--- config.mk ---
export PLATFORM = sky130hd
export DESIGN_NAME = layer_compositor
export DESIGN_NICKNAME = d
export VERILOG_FILES = /design/src/rtl/layer_compositor.sv
export SDC_FILE = /design/constraint.sdc
export NUM_CORES = 1
export LEC_CHECK = 0
export ABC_AREA = 0
export BUFFER_PORTS_ARGS = -buffer_cell sky130_fd_sc_hd__buf_2
export CAP_MARGIN = 30
export CORE_AREA = 2 2 142 144
export CTS_CLUSTER_SIZE = 8
export DETAILED_ROUTE_END_ITERATION = 6
export DIE_AREA = 0 0 144 146
export PLACE_DENSITY = 0.88
export SYNTH_ARGS = -nofsm -noshare
export SYNTH_HDL_FRONTEND = slang
export SYNTH_SLANG_ARGS = --single-unit
--- constraint.sdc ---
create_clock -name clk -period 5.6 [get_ports clk]
set_input_delay 0.56 -clock clk [delete_from_list [all_inputs] [get_ports clk]]
set_output_delay 0.56 -clock clk [all_outputs]
set_load 0.02 [all_outputs]
--- src/rtl/layer_compositor.sv ---
// Sprite layer compositor: per-layer hit test, ROM-latency-aligned priority
// select over a background colour, and a frame-stepped fade-to-black.
module layer_compositor #(
  parameter int unsigned N_LAYERS    = 4,
  parameter int unsigned COORD_W     = 10,
  parameter int unsigned ROM_LAT     = 1,
  parameter int unsigned MASK_THRESH = 5,
  parameter int unsigned FADE_FRAMES = 4
) (
  input  logic                          clk,
  input  logic                          rst_n,
  input  logic                          i_valid,
  input  logic [COORD_W-1:0]            i_x_read,
  input  logic [COORD_W-1:0]            i_y_read,
  input  logic                          i_frame_start,
  input  logic [N_LAYERS-1:0]           i_layer_en,
  input  logic [N_LAYERS*COORD_W-1:0]   i_layer_x,
  input  logic [N_LAYERS*COORD_W-1:0]   i_layer_y,
  input  logic [N_LAYERS*COORD_W-1:0]   i_layer_w,
  input  logic [N_LAYERS*COORD_W-1:0]   i_layer_h,
  input  logic [11:0]                   i_bg_color,
  input  logic                          i_fade_req,
  output logic [N_LAYERS-1:0]           o_rd_en,
  output logic [N_LAYERS*COORD_W-1:0]   o_addr_x,
  output logic [N_LAYERS*COORD_W-1:0]   o_addr_y,
  input  logic [N_LAYERS*12-1:0]        i_layer_rgb,
  input  logic [N_LAYERS*4-1:0]         i_layer_mask,
  output logic [11:0]                   o_rgb,
  output logic                          o_valid,
  output logic [3:0]                    o_fade_level,
  output logic                          o_fade_busy
);

  localparam int unsigned SW    = N_LAYERS + 1;
  localparam int unsigned SRW   = ROM_LAT * SW;
  localparam int unsigned CNT_W = (FADE_FRAMES > 1) ? $clog2(FADE_FRAMES) : 1;

  typedef enum logic [1:0] {S_IDLE, S_FADE_OUT, S_DARK, S_FADE_IN} fade_state_e;

  logic [N_LAYERS*COORD_W-1:0] addr_x_d, addr_y_d, addr_x_q, addr_y_q;
  logic [N_LAYERS-1:0]         hit_d, rd_en_q;
  logic                        vld_a_q;
  logic [SRW-1:0]              align_q;
  logic [N_LAYERS-1:0]         hit_al;
  logic                        vld_al;
  logic [11:0]                 sel_rgb, fade_rgb, rgb_q;
  logic                        valid_q;
  fade_state_e                 state_q, state_d;
  logic [3:0]                  level_q, level_d;
  logic [CNT_W-1:0]            cnt_q, cnt_d;
  logic                        busy_q, busy_d;

  // Stage A: local coordinates wrap, so one unsigned compare covers both bounds
  always_comb begin
    addr_x_d = '0;
    addr_y_d = '0;
    hit_d    = '0;
    for (int k = 0; k < int'(N_LAYERS); k++) begin
      addr_x_d[k*COORD_W +: COORD_W] = i_x_read - i_layer_x[k*COORD_W +: COORD_W];
      addr_y_d[k*COORD_W +: COORD_W] = i_y_read - i_layer_y[k*COORD_W +: COORD_W];
      hit_d[k] = i_valid & i_layer_en[k]
               & (addr_x_d[k*COORD_W +: COORD_W] < i_layer_w[k*COORD_W +: COORD_W])
               & (addr_y_d[k*COORD_W +: COORD_W] < i_layer_h[k*COORD_W +: COORD_W]);
    end
  end

  always_ff @(posedge clk or negedge rst_n) begin
    if (!rst_n) begin
      addr_x_q <= '0;
      addr_y_q <= '0;
      rd_en_q  <= '0;
      vld_a_q  <= 1'b0;
    end else begin
      addr_x_q <= addr_x_d;
      addr_y_q <= addr_y_d;
      rd_en_q  <= hit_d;
      vld_a_q  <= i_valid;
    end
  end

  // Hit/valid delay line; newest word enters at the bottom, oldest is on top
  always_ff @(posedge clk or negedge rst_n) begin
    if (!rst_n) align_q <= '0;
    else        align_q <= SRW'({align_q, vld_a_q, rd_en_q});
  end

  assign {vld_al, hit_al} = align_q[SRW-1 -: SW];

  // Stage C: last qualifying layer in ascending order is the topmost one
  always_comb begin
    sel_rgb  = i_bg_color;
    fade_rgb = '0;
    for (int k = 0; k < int'(N_LAYERS); k++) begin
      if (hit_al[k] && (i_layer_mask[k*4 +: 4] > 4'(MASK_THRESH))) begin
        sel_rgb = i_layer_rgb[k*12 +: 12];
      end
    end
    for (int c = 0; c < 3; c++) begin
      fade_rgb[c*4 +: 4] = (sel_rgb[c*4 +: 4] > level_q) ? (sel_rgb[c*4 +: 4] - level_q) : 4'd0;
    end
  end

  always_ff @(posedge clk or negedge rst_n) begin
    if (!rst_n) begin
      rgb_q   <= '0;
      valid_q <= 1'b0;
    end else begin
      valid_q <= vld_al;
      if (vld_al) rgb_q <= fade_rgb;
    end
  end

  // Fade FSM: only advances on frame-start cycles
  always_comb begin
    state_d = state_q;
    level_d = level_q;
    cnt_d   = cnt_q;
    if (i_frame_start) begin
      case (state_q)
        S_IDLE: if (i_fade_req) state_d = S_FADE_OUT;
        S_FADE_OUT: begin
          if (!i_fade_req) begin
            state_d = S_FADE_IN;
          end else if (cnt_q == CNT_W'(FADE_FRAMES - 1)) begin
            cnt_d   = '0;
            level_d = level_q + 4'd1;
            if (level_q == 4'd14) state_d = S_DARK;
          end else begin
            cnt_d = cnt_q + CNT_W'(1);
          end
        end
        S_DARK: if (!i_fade_req) state_d = S_FADE_IN;
        S_FADE_IN: begin
          if (i_fade_req) begin
            state_d = S_FADE_OUT;
          end else if (level_q == 4'd0) begin
            state_d = S_IDLE;
          end else if (cnt_q == CNT_W'(FADE_FRAMES - 1)) begin
            cnt_d   = '0;
            level_d = level_q - 4'd1;
            if (level_q == 4'd1) state_d = S_IDLE;
          end else begin
            cnt_d = cnt_q + CNT_W'(1);
          end
        end
        default: state_d = S_IDLE;
      endcase
    end
    if (state_d != state_q) cnt_d = '0;
    busy_d = (state_d == S_FADE_OUT) || (state_d == S_FADE_IN);
  end

  always_ff @(posedge clk or negedge rst_n) begin
    if (!rst_n) begin
      state_q <= S_IDLE;
      level_q <= '0;
      cnt_q   <= '0;
      busy_q  <= 1'b0;
    end else begin
      state_q <= state_d;
      level_q <= level_d;
      cnt_q   <= cnt_d;
      busy_q  <= busy_d;
    end
  end

  assign o_rd_en      = rd_en_q;
  assign o_addr_x     = addr_x_q;
  assign o_addr_y     = addr_y_q;
  assign o_rgb        = rgb_q;
  assign o_valid      = valid_q;
  assign o_fade_level = level_q;
  assign o_fade_busy  = busy_q;

endmodule

; Word-level counts from Yosys, hierarchy flattened
; Index checks and enable logic that the tools add are counted.
[word_totals]
ff_bits = 112
inputBits = 265
out_inout_bits = 102
wordCells = 112
[op_classes]
n_addsub = 14
n_lt_le_gt_ge = 15
n_eq_ne = 17
n_mux = 31
bitwise = 12
reduce_logical = 12
[ops]
columns = op, n
row1 = less-than comparator 10 bit, 8
row2 = subtractor 10 bit, 8
row3 = 2-to-1 mux 12 bit, 4
row4 = 2-to-1 mux 2 bit, 16
row5 = 2-to-1 mux 4 bit, 8
row6 = "> comparator 4 x 3 -> 1 bit, second input constant", 4
row7 = bitwise AND 1 bit, 12
row8 = > comparator 4 bit, 3
row9 = subtractor 4 bit, 3
row10 = "inequality test 2 bit, second input constant", 5
row11 = "inequality test 3 bit, second input constant", 3
row12 = "== test 2 bit, second input constant", 4
row13 = one-hot mux 2 bit (4 select lines), 1
row14 = one-hot mux 4 bit (2 select lines), 1
row15 = AND reduction 7 bit, 1
row16 = AND reduction 5 bit, 1
row17 = "adder 4 x 1 -> 4 bit, second input constant", 1
row18 = "== test 2 x 1 -> 1 bit, second input constant", 2
row19 = "== test 4 x 1 -> 1 bit, second input constant", 1
row20 = "== test 4 bit, second input constant", 1
row21 = logical AND 1 bit, 4
row22 = logical NOT 4 bit, 1
row23 = one-hot mux 2 bit (2 select lines), 1
row24 = nonzero test 2 bit, 2
row25 = 6 further kinds, 6

; Depth between registers and ports, before layout
[depth]
depth_word = 10
depth_mapped = 15
mapped_depth_nobuf = 15

; Worst setup path before layout
; No wires, ideal clock.
[synth_path]
path_type = input port to flip-flop
start = input i_layer_mask[1]
end = register rgb_q[10] (netlist: o_rgb[10])
setup_time_ps = 135
t_arrival_ps = 2814
required_ps = 5465
setup_slack_ps = 2651
cell_stages = 14
n_path_buf = 1
cell_sequence = a21o_1 nand2_1 buf_2 mux2i_1 a21oi_1 a222oi_1 ha_1 inv_1 fa_1 a21oi_1 nor2b_1 o21ai_0 a41o_1 o22ai_1
[synth_via]
elab_chain_cells = 8
word_cells_on_any_way = 9
[synth_rtl]
columns = item, line
row1 = from (decl), 27  ; input logic [N_LAYERS*4-1:0] i_layer_mask,
row2 = > comparator 4 x 3 -> 1 bit *, 94  ; if (hit_al[k] && (i_layer_mask[k*4 +: 4] > 4'(MASK_THRESH))) begin
row3 = logical AND 1 bit *, 94
row4 = 2-to-1 mux 12 bit * (4 in a row), 94
row5 = subtractor 4 bit or > comparator 4 bit (tied branches), 99  ; fade_rgb[c*4 +: 4] = (sel_rgb[c*4 +: 4] > level_q) ? (sel_rgb[c*4 +: 4] - level_q) : 4'd0;
row6 = 2-to-1 mux 4 bit *, 99
row7 = to (signal assigned), 109  ; if (vld_al) rgb_q <= fade_rgb;
row8 = to (decl), 46  ; logic [11:0] sel_rgb, fade_rgb, rgb_q;
; Mark *: on every way between the ends. The rest lies on a longest branch, timed or not.
; A chain may end at the register's enable or synchronous reset.

; Worst setup path after layout
[layout_path]
start = register align_q[3]
end = register rgb_q[9] (netlist: o_rgb[9])
[layout_via]
elab_chain_cells = 4
word_cells_on_any_way = 5
[layout_rtl]
columns = item, line
row1 = from (decl), 43  ; logic [SRW-1:0] align_q;
row2 = from (signal assigned), 84  ; else align_q <= SRW'({align_q, vld_a_q, rd_en_q});
row3 = logical AND 1 bit *, 94
row4 = 2-to-1 mux 12 bit *, 94
row5 = subtractor 4 bit or > comparator 4 bit (tied branches), 99
row6 = 2-to-1 mux 4 bit *, 99
; Marks and branches as above.

==> results.toml <==
[synth]
yosysSeqAreaShare = 0.3009
synthAdderAreaFrac = 0.2420
synthTopCellsByArea = "dfrtp_1, ha_1, inv_1"
synth_top_area_share = 0.3009
synth_top_family_by_area = "adder cells"
synth_compound_area_frac = 0.1924
syn_inst = 1019
yosys.area_share.simple = 0.1018
async_flop_share = 1.000
synth_top_area_cell = "dfrtp_1"
syn_avg_cell_area_um2 = 9.060
netlist_area_mm2 = 0.009233
syn-num-nets = 1456
yosys_warnings = 0
synth_edf_count = 0
synth_cell_type_count = 57
synth_seq_cells = 111
yosysMostFrequentCell = "inv_1"
synth_xor_area_frac = 0.06830
muxShareOfSynthArea = 0.01423
netlist_top_cells_count = "inv_1, ha_1, dfrtp_1"
synthFlopType = "dfrtp_1"

[worst_setup_path]
cp_top_family = "compound AO/OA/AOI/OAI gates"
cp-start-kind = "flip-flop"
cp_max_fo = 14
critPathKind = "flip-flop to flip-flop"
crit_arrival_ns = 3.93
end_kind = "flip-flop"
r2r_start = "align_q[3]$_DFF_PN0_"
critPathBufInv = 1
critical-path-max-stage-delay_ns = 0.73
critical_path_depth = 11
r2r_cells = 11
crit_path_top_delay_cell = "nor2b_1"
rr_endpoint = "o_rgb[9]$_DFFE_PN0P_"
path_cells = "nor2b_1, a21oi_1, a222oi_1, ha_1, inv_1, fa_1, a21oi_1, nor2b_1, o21ai_0, a41o_1, o22ai_1"
worst_ep_required_time_ns = 5.83
ff2ff_setup_slack_ns = 1.90

[power]
power.density_mw_per_mm2 = 282.2
total_power_mw = 3.296
vdd_drop_max_v = 0.0001494
leakage_nw = 6.454

[timing]
fmax_mhz = 270.0
finalHoldViolCount = 0
finalSetupViolations = 0
min_period_ns = 3.703
tns_ns = 0
layout_setup_ws_ns = 1.897
final.setup_skew_ns = 0.01015
slew_headroom = 0.3891
holdWs_ns = 0.2182
rsz0062_at_grt = "false"
tightest_slew_ns = 0.9145
drv_slew = 0
period_share = 0.6613

[clock_tree]
htreeDepth = 3
clock_latency_ns = 0.36
cts_root_buffer = "clkbuf_16"
cts_tree = "done"
clock-sinks = 111
cts.repair.resized = 0
clk_pin_slew_ns = 0.08
clk_path_buf_depth = 2
cts_buffers = 9
post-cts-setup-buffer-count = 0
hold_buffers = 0

[final_layout]
final_cells = 1662
final_core_util = 0.6040
area_growth_pct = 26.49
final_layout_size_suffix_gt1_frac = 0.2880
nets = 1821
multi_input_area_mm2 = 0.005713
seqCellArea_mm2 = 0.002778
final_cell_area_mm2 = 0.01168
nFillCells = 1622

[floorplanning]
pin_count = 367
design.core.area_mm2 = 0.01933
die_w_um = 144
start_util = 0.4775
chipHeight_um = 146
die-area_mm2 = 0.02102
rows = 51

[routing]
vias_per_cell = 5.391
top_layer = "met5"
dr.first_iter.drc_count = 337
vias = 8960
met3_length_mm = 1.931
post_drt_wl_per_cell_um = 17.24
routed_wl_mm = 28.65
drc = 0
drtAntennaViolNets = 0
met2_length_mm = 14.45
first_pass_iters = 6
wl_met1_mm = 10.85

[placement]
dp.cells = 1638
io_buffer_count = 362
hpwlAfterDp_mm = 24.40
pre_cts_slack_ns = 1.605
globalplace.congestion = 0.9216
dpl_cell_area_mm2 = 0.01135

[run_status]
outcome = "finished clean"

[global_routing]
grt_antenna_before_repair = 9
grt_pass1_vias = 9076
grt_max_degree = 67
track_usage = 0.2678
grt_pass1_wl_mm = 44.02
overflow = 0

[worst_hold_path]
hold_path.class = "input port to asynchronous set/reset pin"

[job]
cap_viol_max_count = 0
[power by group]
| part | total (mW) | leakage [nW] | internal (mW) | switching, mW |
|---|---|---|---|---|
| sequential | 1.04 | 1.33 | 0.961 | 0.0793 |
| clock | 0.699 | 0.154 | 0.359 | 0.340 |
| combinational | 1.56 | 4.97 | 0.619 | 0.938 |
| total | 3.30 | 6.45 | 1.94 | 1.36 |
[placed cells by master, fill, tap and decap left out, drive strengths merged, types with 10 or more instances in the layout]
| master | n |
|---|---|
| buf | 363 |
| inv | 190 |
| ha | 161 |
| dfrtp | 111 |
| a21oi | 66 |
| nand2 | 53 |
| nor2 | 50 |
| xnor2 | 43 |
| o21ai | 40 |
| a21o | 34 |
| xor2 | 29 |
| nand3 | 23 |
| a211oi | 14 |
| o22ai | 14 |
| nor2b | 11 |
| nor3 | 11 |
| fa | 11 |
| a221oi | 11 |
| o21bai | 10 |
[worst max path at each step]
stage	end	start
2_1_floorplan	o_rgb[10]$_DFFE_PN0P_	i_layer_mask[1]
3_3_place_gp	o_rgb[7]$_DFFE_PN0P_	i_layer_mask[13]
3_5_place_dp	o_rgb[9]$_DFFE_PN0P_	i_layer_mask[13]
4_1_cts	o_rgb[9]$_DFFE_PN0P_	align_q[3]$_DFF_PN0_
5_1_grt	o_rgb[9]$_DFFE_PN0P_	align_q[3]$_DFF_PN0_
6_report	o_rgb[9]$_DFFE_PN0P_	align_q[3]$_DFF_PN0_
[cell families after synthesis]
family,count (synthesis)
AOI/OAI and AO/OA,263
and+or+nand+nor,193
xor gates and xnor gates,72
adders and majority gates,172
muxes,12
DFF,111
buffers and inverters,196
[layout make-up]
type | count | area share
Timing Repair Buffer | 363 | 0.1560
Tap cell | 265 | 0.02839
Clock buffer | 9 | 0.01928
Sequential cell | 111 | 0.2378
Antenna cell | 8 | 0.001714
Inverter | 187 | 0.06010
Multi-Input combinational cell | 712 | 0.4892
Clock inverter | 7 | 0.007499
[flip-flops by register name (all words and copies together), names as in the netlist]
name / count
o_addr_x: 40
o_rgb: 12
o_valid: 1
o_addr_y: 40
o_rd_en: 4
vld_a_q: 1
state_q: 2
align_q: 5
o_fade_level: 4
cnt_q: 2
[routing by layer]
metal	vias to the layer above	GRT usage
met1	4200	0.2862
met2	344	0.4771
met5	-	0
li1	4317	-
met3	95	0.06581
met4	4	0.1495
(Power assumes the default switching activity.)
